--- src/rtl/load_store_unit.sv ---
// Multi-cycle load/store unit between the datapath and a req/ack data-memory port.
// Optional define LSU_MISALIGN_TRAP_EN: misaligned half/word accesses finish without a memory request and raise misalign_o.

module load_store_unit #(
   parameter int ADDR_W = 32,
   parameter int DATA_W = 32
) (
   input  logic              clk_i,
   input  logic              rst_i,
   input  logic              ld_en_i,
   input  logic              st_en_i,
   input  logic [2:0]        funct3_i,
   input  logic [ADDR_W-1:0] addr_i,
   input  logic [DATA_W-1:0] wdata_i,
   output logic [DATA_W-1:0] rdata_o,
   output logic              done_o,
   output logic              stall_o,
   output logic              misalign_o,
   output logic              mem_req_o,
   output logic              mem_we_o,
   output logic [ADDR_W-1:0] mem_addr_o,
   output logic [DATA_W-1:0] mem_wdata_o,
   output logic [3:0]        mem_be_o,
   input  logic              mem_ack_i,
   input  logic [DATA_W-1:0] mem_rdata_i
);

   typedef enum logic [1:0] {
      IDLE,
      REQ,
      DONE
   } state_e;

   state_e            state_q, state_d;
   logic              isStore_q, isStore_d;
   logic [1:0]        addrLow_q, addrLow_d;
   logic [2:0]        funct3_q, funct3_d;
   logic [DATA_W-1:0] rdata_q, rdata_d;
   logic              misalign_q, misalign_d;
   logic              memReq_q, memReq_d;
   logic              memWe_q, memWe_d;
   logic [ADDR_W-1:0] memAddr_q, memAddr_d;
   logic [DATA_W-1:0] memWdata_q, memWdata_d;
   logic [3:0]        memBe_q, memBe_d;

   logic              start;
   logic              trap;
   logic [3:0]        beNew;
   logic [DATA_W-1:0] wdataNew;
   logic [7:0]        loadByte;
   logic [15:0]       loadHalf;
   logic [DATA_W-1:0] loadExt;

   assign start = ld_en_i || st_en_i;

   // Store lane steering: replicate the datum so any byte-enable pattern picks the right lanes.
   always_comb begin
      beNew    = 4'b1111;
      wdataNew = wdata_i;
      case (funct3_i[1:0])
         2'b00: begin
            beNew    = 4'b0001 << addr_i[1:0];
            wdataNew = {4{wdata_i[7:0]}};
         end
         2'b01: begin
            beNew    = 4'b0011 << {addr_i[1], 1'b0};
            wdataNew = {2{wdata_i[15:0]}};
         end
         default: ;
      endcase
   end

`ifdef LSU_MISALIGN_TRAP_EN
   always_comb begin
      case (funct3_i[1:0])
         2'b00:   trap = 1'b0;
         2'b01:   trap = addr_i[0];
         default: trap = (addr_i[1:0] != 2'b00);
      endcase
   end
`else
   assign trap = 1'b0;
`endif

   // Load extraction uses the address captured at access start, not the live ALU result.
   always_comb begin
      case (addrLow_q)
         2'd0:    loadByte = mem_rdata_i[7:0];
         2'd1:    loadByte = mem_rdata_i[15:8];
         2'd2:    loadByte = mem_rdata_i[23:16];
         default: loadByte = mem_rdata_i[31:24];
      endcase
      loadHalf = addrLow_q[1] ? mem_rdata_i[31:16] : mem_rdata_i[15:0];
      case (funct3_q[1:0])
         2'b00:   loadExt = {{24{~funct3_q[2] & loadByte[7]}}, loadByte};
         2'b01:   loadExt = {{16{~funct3_q[2] & loadHalf[15]}}, loadHalf};
         default: loadExt = mem_rdata_i;
      endcase
   end

   always_comb begin
      state_d    = state_q;
      isStore_d  = isStore_q;
      addrLow_d  = addrLow_q;
      funct3_d   = funct3_q;
      rdata_d    = rdata_q;
      misalign_d = misalign_q;
      memReq_d   = memReq_q;
      memWe_d    = memWe_q;
      memAddr_d  = memAddr_q;
      memWdata_d = memWdata_q;
      memBe_d    = memBe_q;
      case (state_q)
         IDLE: begin
            if (start) begin
               isStore_d = st_en_i;
               addrLow_d = addr_i[1:0];
               funct3_d  = funct3_i;
               if (trap) begin
                  state_d    = DONE;
                  misalign_d = 1'b1;
                  rdata_d    = '0;
               end else begin
                  state_d    = REQ;
                  memReq_d   = 1'b1;
                  memWe_d    = st_en_i;
                  memAddr_d  = {addr_i[ADDR_W-1:2], 2'b00};
                  memBe_d    = st_en_i ? beNew : 4'b1111;
                  memWdata_d = st_en_i ? wdataNew : '0;
               end
            end
         end
         REQ: begin
            if (mem_ack_i) begin
               state_d    = DONE;
               misalign_d = 1'b0;
               memReq_d   = 1'b0;
               memWe_d    = 1'b0;
               memAddr_d  = '0;
               memWdata_d = '0;
               memBe_d    = '0;
               if (!isStore_q) begin
                  rdata_d = loadExt;
               end
            end
         end
         DONE: begin
            state_d = IDLE;
         end
         default: begin
            state_d = IDLE;
         end
      endcase
   end

   always_ff @(posedge clk_i or posedge rst_i) begin
      if (rst_i) begin
         state_q    <= IDLE;
         isStore_q  <= 1'b0;
         addrLow_q  <= '0;
         funct3_q   <= '0;
         rdata_q    <= '0;
         misalign_q <= 1'b0;
         memReq_q   <= 1'b0;
         memWe_q    <= 1'b0;
         memAddr_q  <= '0;
         memWdata_q <= '0;
         memBe_q    <= '0;
      end else begin
         state_q    <= state_d;
         isStore_q  <= isStore_d;
         addrLow_q  <= addrLow_d;
         funct3_q   <= funct3_d;
         rdata_q    <= rdata_d;
         misalign_q <= misalign_d;
         memReq_q   <= memReq_d;
         memWe_q    <= memWe_d;
         memAddr_q  <= memAddr_d;
         memWdata_q <= memWdata_d;
         memBe_q    <= memBe_d;
      end
   end

   // Stall must release in DONE so the core retires on that edge, and never assert under reset.
   assign stall_o     = !rst_i && (((state_q == IDLE) && start) || (state_q == REQ));
   assign done_o      = (state_q == DONE);
   assign rdata_o     = rdata_q;
   assign misalign_o  = misalign_q;
   assign mem_req_o   = memReq_q;
   assign mem_we_o    = memWe_q;
   assign mem_addr_o  = memAddr_q;
   assign mem_wdata_o = memWdata_q;
   assign mem_be_o    = memBe_q;

endmodule

--- config.mk ---
export PLATFORM = sky130hd
export DESIGN_NAME = load_store_unit
export DESIGN_NICKNAME = d
export VERILOG_FILES = /design/src/rtl/load_store_unit.sv
export SDC_FILE = /design/constraint.sdc
export NUM_CORES = 1
export LEC_CHECK = 0
export ABC_CLOCK_PERIOD_IN_PS = 4200
export BUFFER_PORTS_ARGS = -buffer_cell sky130_fd_sc_hd__clkbuf_2
export CORE_MARGIN = 1.5
export CORE_UTILIZATION = 40
export CTS_BUF_LIST = sky130_fd_sc_hd__clkbuf_4 sky130_fd_sc_hd__clkbuf_8 sky130_fd_sc_hd__clkbuf_16
export DETAILED_ROUTE_END_ITERATION = 10
export GPL_ROUTABILITY_DRIVEN = 0
export HOLD_SLACK_MARGIN = 0.02
export PLACE_DENSITY = 0.75
export SYNTH_ARGS = -nofsm -noshare
export SYNTH_HDL_FRONTEND = slang
export SYNTH_SLANG_ARGS = --single-unit
--- constraint.sdc ---
create_clock -name clk_i -period 4.2 [get_ports clk_i]
set_clock_uncertainty 0.2 [all_clocks]
set_input_delay 1.05 -clock clk_i [delete_from_list [all_inputs] [get_ports clk_i]]
set_output_delay 1.05 -clock clk_i [all_outputs]
set_load 0.1 [all_outputs]
==> results.md <==
* Status: complete, no violations
* Vias in the first global route at 4,407
* Reg area at 2700 um^2
* PostCTS Resize Cnt at 0
* Die Area at 13,200 um^2
* Die height at 115 um
* Post-CTS setup buffers at 0
* Chip width at 115 um
* DR vias/cell at 5.45
* Pin count of the biggest net entering global routing at 60
* Total grt overflow at 0
* CTS max path bufs at 2
* GRT Total Usage at 22.0%
* Hold Buf Count CTS at 0
* Yosys top cell by area: dfrtp_1
* Worst path arrival time at 1890 ps
* DP Area at 6120 um^2
* CTS tree: built
* Mapped Cells at 462
* Starting Density at 41.3%
* Layout cells sized above 1 at 38.6%
* Initial antenna violation count at 0
* Worst slew pin tran at 1110 ps
* DRC Markers at 0
* Area grow syn2layout at 28.5%
* N_diodes at 0
* Fmax at 318 MHz
* Routed len/inst at 17.4 um
* DR pass1 iterations at 5
* Synth top area share at 54.1%
* Detailed Route WL at 14,200 um
* Clock latency on the worst-skew pair at 340 ps
* First-pass GRT wire length at 22,600 um
* NumNets Final at 747
* Cell Area, Synth at 5000 um^2
* Min Tclk post-route at 3140 ps
* Routed Antenna Nets at 0
* FFs w/ async S/R, synth at 100%
* Register area share after synthesis at 54.1%
* H-Tree Depth at 3
* Core box area at 12,100 um^2
* Clk slew on worst S/H paths at 70 ps
* Worst setup margin at 1060 ps
* Kind of critical path: primary input to output port
* Relative slew margins at 25.6%
* # Max-Cap Violations at 0
* Synth Register Bits at 108
* Drt initial violations at 404
* Crit path capture type: output port
* Crit path required time at 2950 ps
* Top Ports at 209
* Post-synth top flop: dfrtp_1
* Fill count at 1,116
* HPWL Detailed at 10,200 um
* Syn_area_per_cell at 10.8 um^2
* Hold WC Path Type: flop to flop
* Pins Over Slew Limit at 0
* Unique cell type count in the Yosys netlist at 40
* Via count at 4,450
* Largest cells by area after synthesis: dfrtp_1, a22o_1, mux2i_1, nand2_1, o2bb2ai_1
* Crit-path max FO at 6
* Final hold vios at 0
* Worst setup SP type: primary input
* Design area at 6420 um^2
* Area of the multi-input gates at 2100 um^2
* Setup Viol. Count Final at 0
* Place WS at 1050 ps
* # port buffers at 205
* CTS Buf Count at 9
* Clock root cell: clkbuf_16
* Final Cycle Share at 74.8%
* Setup_tns at 0 ps
* Yosys warnings at 0
* Unrepaired setup endpoints after global routing: no
* Sink Count at 108
* FP Rows at 40
* Post-synth EDFFs at 0
## cell usage in the layout (no fill, tap or decap), drive strengths merged, types with 2 or more instances in the layout
cell type / n
o21ai: 22
nor3: 4
a22oi: 7
nor2: 7
nor2b: 7
nand3b: 13
dfrtp: 108
nand2: 64
a211o: 4
nand2b: 4
mux2i: 26
mux2: 7
inv: 7
a311oi: 6
a22o: 46
buf: 6
a31oi: 6
clkbuf: 215
a21oi: 5
a21o: 2
o2bb2ai: 16
nor4: 2
o31ai: 6
and2: 2
nor3b: 3
a211oi: 3
nand3: 33
conb: 3
or3: 6
## synthesized netlist by cell type, types with 2 or more instances
| cell | instances |
|---|---|
| buf_4 | 4 |
| nand3_1 | 23 |
| buf_2 | 6 |
| mux2i_1 | 26 |
| a22o_1 | 46 |
| nand2_1 | 64 |
| a22oi_1 | 7 |
| a31oi_1 | 6 |
| nand3_2 | 10 |
| dfrtp_1 | 108 |
| clkbuf_1 | 25 |
| a211oi_1 | 2 |
| o21ai_0 | 20 |
| a311oi_1 | 6 |
| a21oi_1 | 5 |
| nor2_1 | 7 |
| or3_1 | 6 |
| nor3_1 | 4 |
| nor4_1 | 2 |
| a211o_1 | 4 |
| mux2_2 | 7 |
| and2_1 | 2 |
| nand2b_1 | 4 |
| nor2b_1 | 7 |
| o21ai_1 | 2 |
| buf_1 | 6 |
| inv_1 | 4 |
| nor3b_1 | 3 |
| o31ai_1 | 6 |
| buf_6 | 2 |
| o2bb2ai_1 | 16 |
| nand3b_1 | 13 |
| a21o_1 | 2 |
## sequential cells by signal, indices dropped and copies added, names as in the netlist
signal	cells
addrLow_q	2
funct3_q	3
isStore_q	1
mem_addr_o	30
mem_be_o	4
mem_req_o	1
mem_wdata_o	32
mem_we_o	1
rdata_o	32
state_q	2
## critical path, cell delays in order
cell and delay (ps):
clkbuf_2 120, nor3_1 290, nor3_2 60, clkbuf_2 370
## cell type report
type	count	area share, %
Sequential cell	108	42.1
Multi-Input combinational cell	309	32.7
Inverter	4	0.273
Timing Repair Buffer	211	16.9
Clock inverter	6	1.07
Tap cell	168	3.27
Clock buffer	10	3.72
## metrics by stage
| stage | instances | utilization [%] | hold slack [ps] |
|---|---|---|---|
| after detailed placement | 800 | 50.5 | 265 |
| after global routing | 816 | 53.0 | 318 |
| after CTS | 816 | 53.0 | 281 |
| after global placement | 800 | 50.5 | 259 |
| final | 816 | 53.0 | 277 |
| after floorplan | 464 | - | 258 |
## per-layer routing
metal	up-vias	track usage (%)	wire (um)
li1	2056	-	-
met1	2116	30.0	6010
met2	246	33.0	6360
met3	32	5.69	1420
met4	0	10.7	380
met5	-	0	0
## kinds of logic after synthesis
family                 after synthesis  share of synthesized area, %
other                                1                        0.0750
flip-flops                         108                          54.1
buffers and inverters               47                          4.28
AO/OA/AOI/OAI                      125                          19.2
AND/OR/NAND/NOR                    148                          15.6
multiplexers                        33                          6.78
## final timing paths
kind,startpoint,end,slack (ps),cells past startpoint
worst max-delay path,st_en_i,stall_o,1060,4
worst min-delay path,rdata_o[4]$_DFFE_PP0P_,rdata_o[4]$_DFFE_PP0P_,280,2
max in group asynchronous,rst_i,mem_addr_o[10]$_DFFE_PP0P_,2470,3
worst min register to register,rdata_o[4]$_DFFE_PP0P_,rdata_o[4]$_DFFE_PP0P_,280,2
worst max register to register,addrLow_q[1]$_DFFE_PP0P_,rdata_o[25]$_DFFE_PP0P_,1470,4
min in group asynchronous,rst_i,isStore_q$_DFFE_PP0P_,610,2
Power is not shown: default switching activity piles up to over one toggle a cycle in this logic, so the estimate is an artifact.
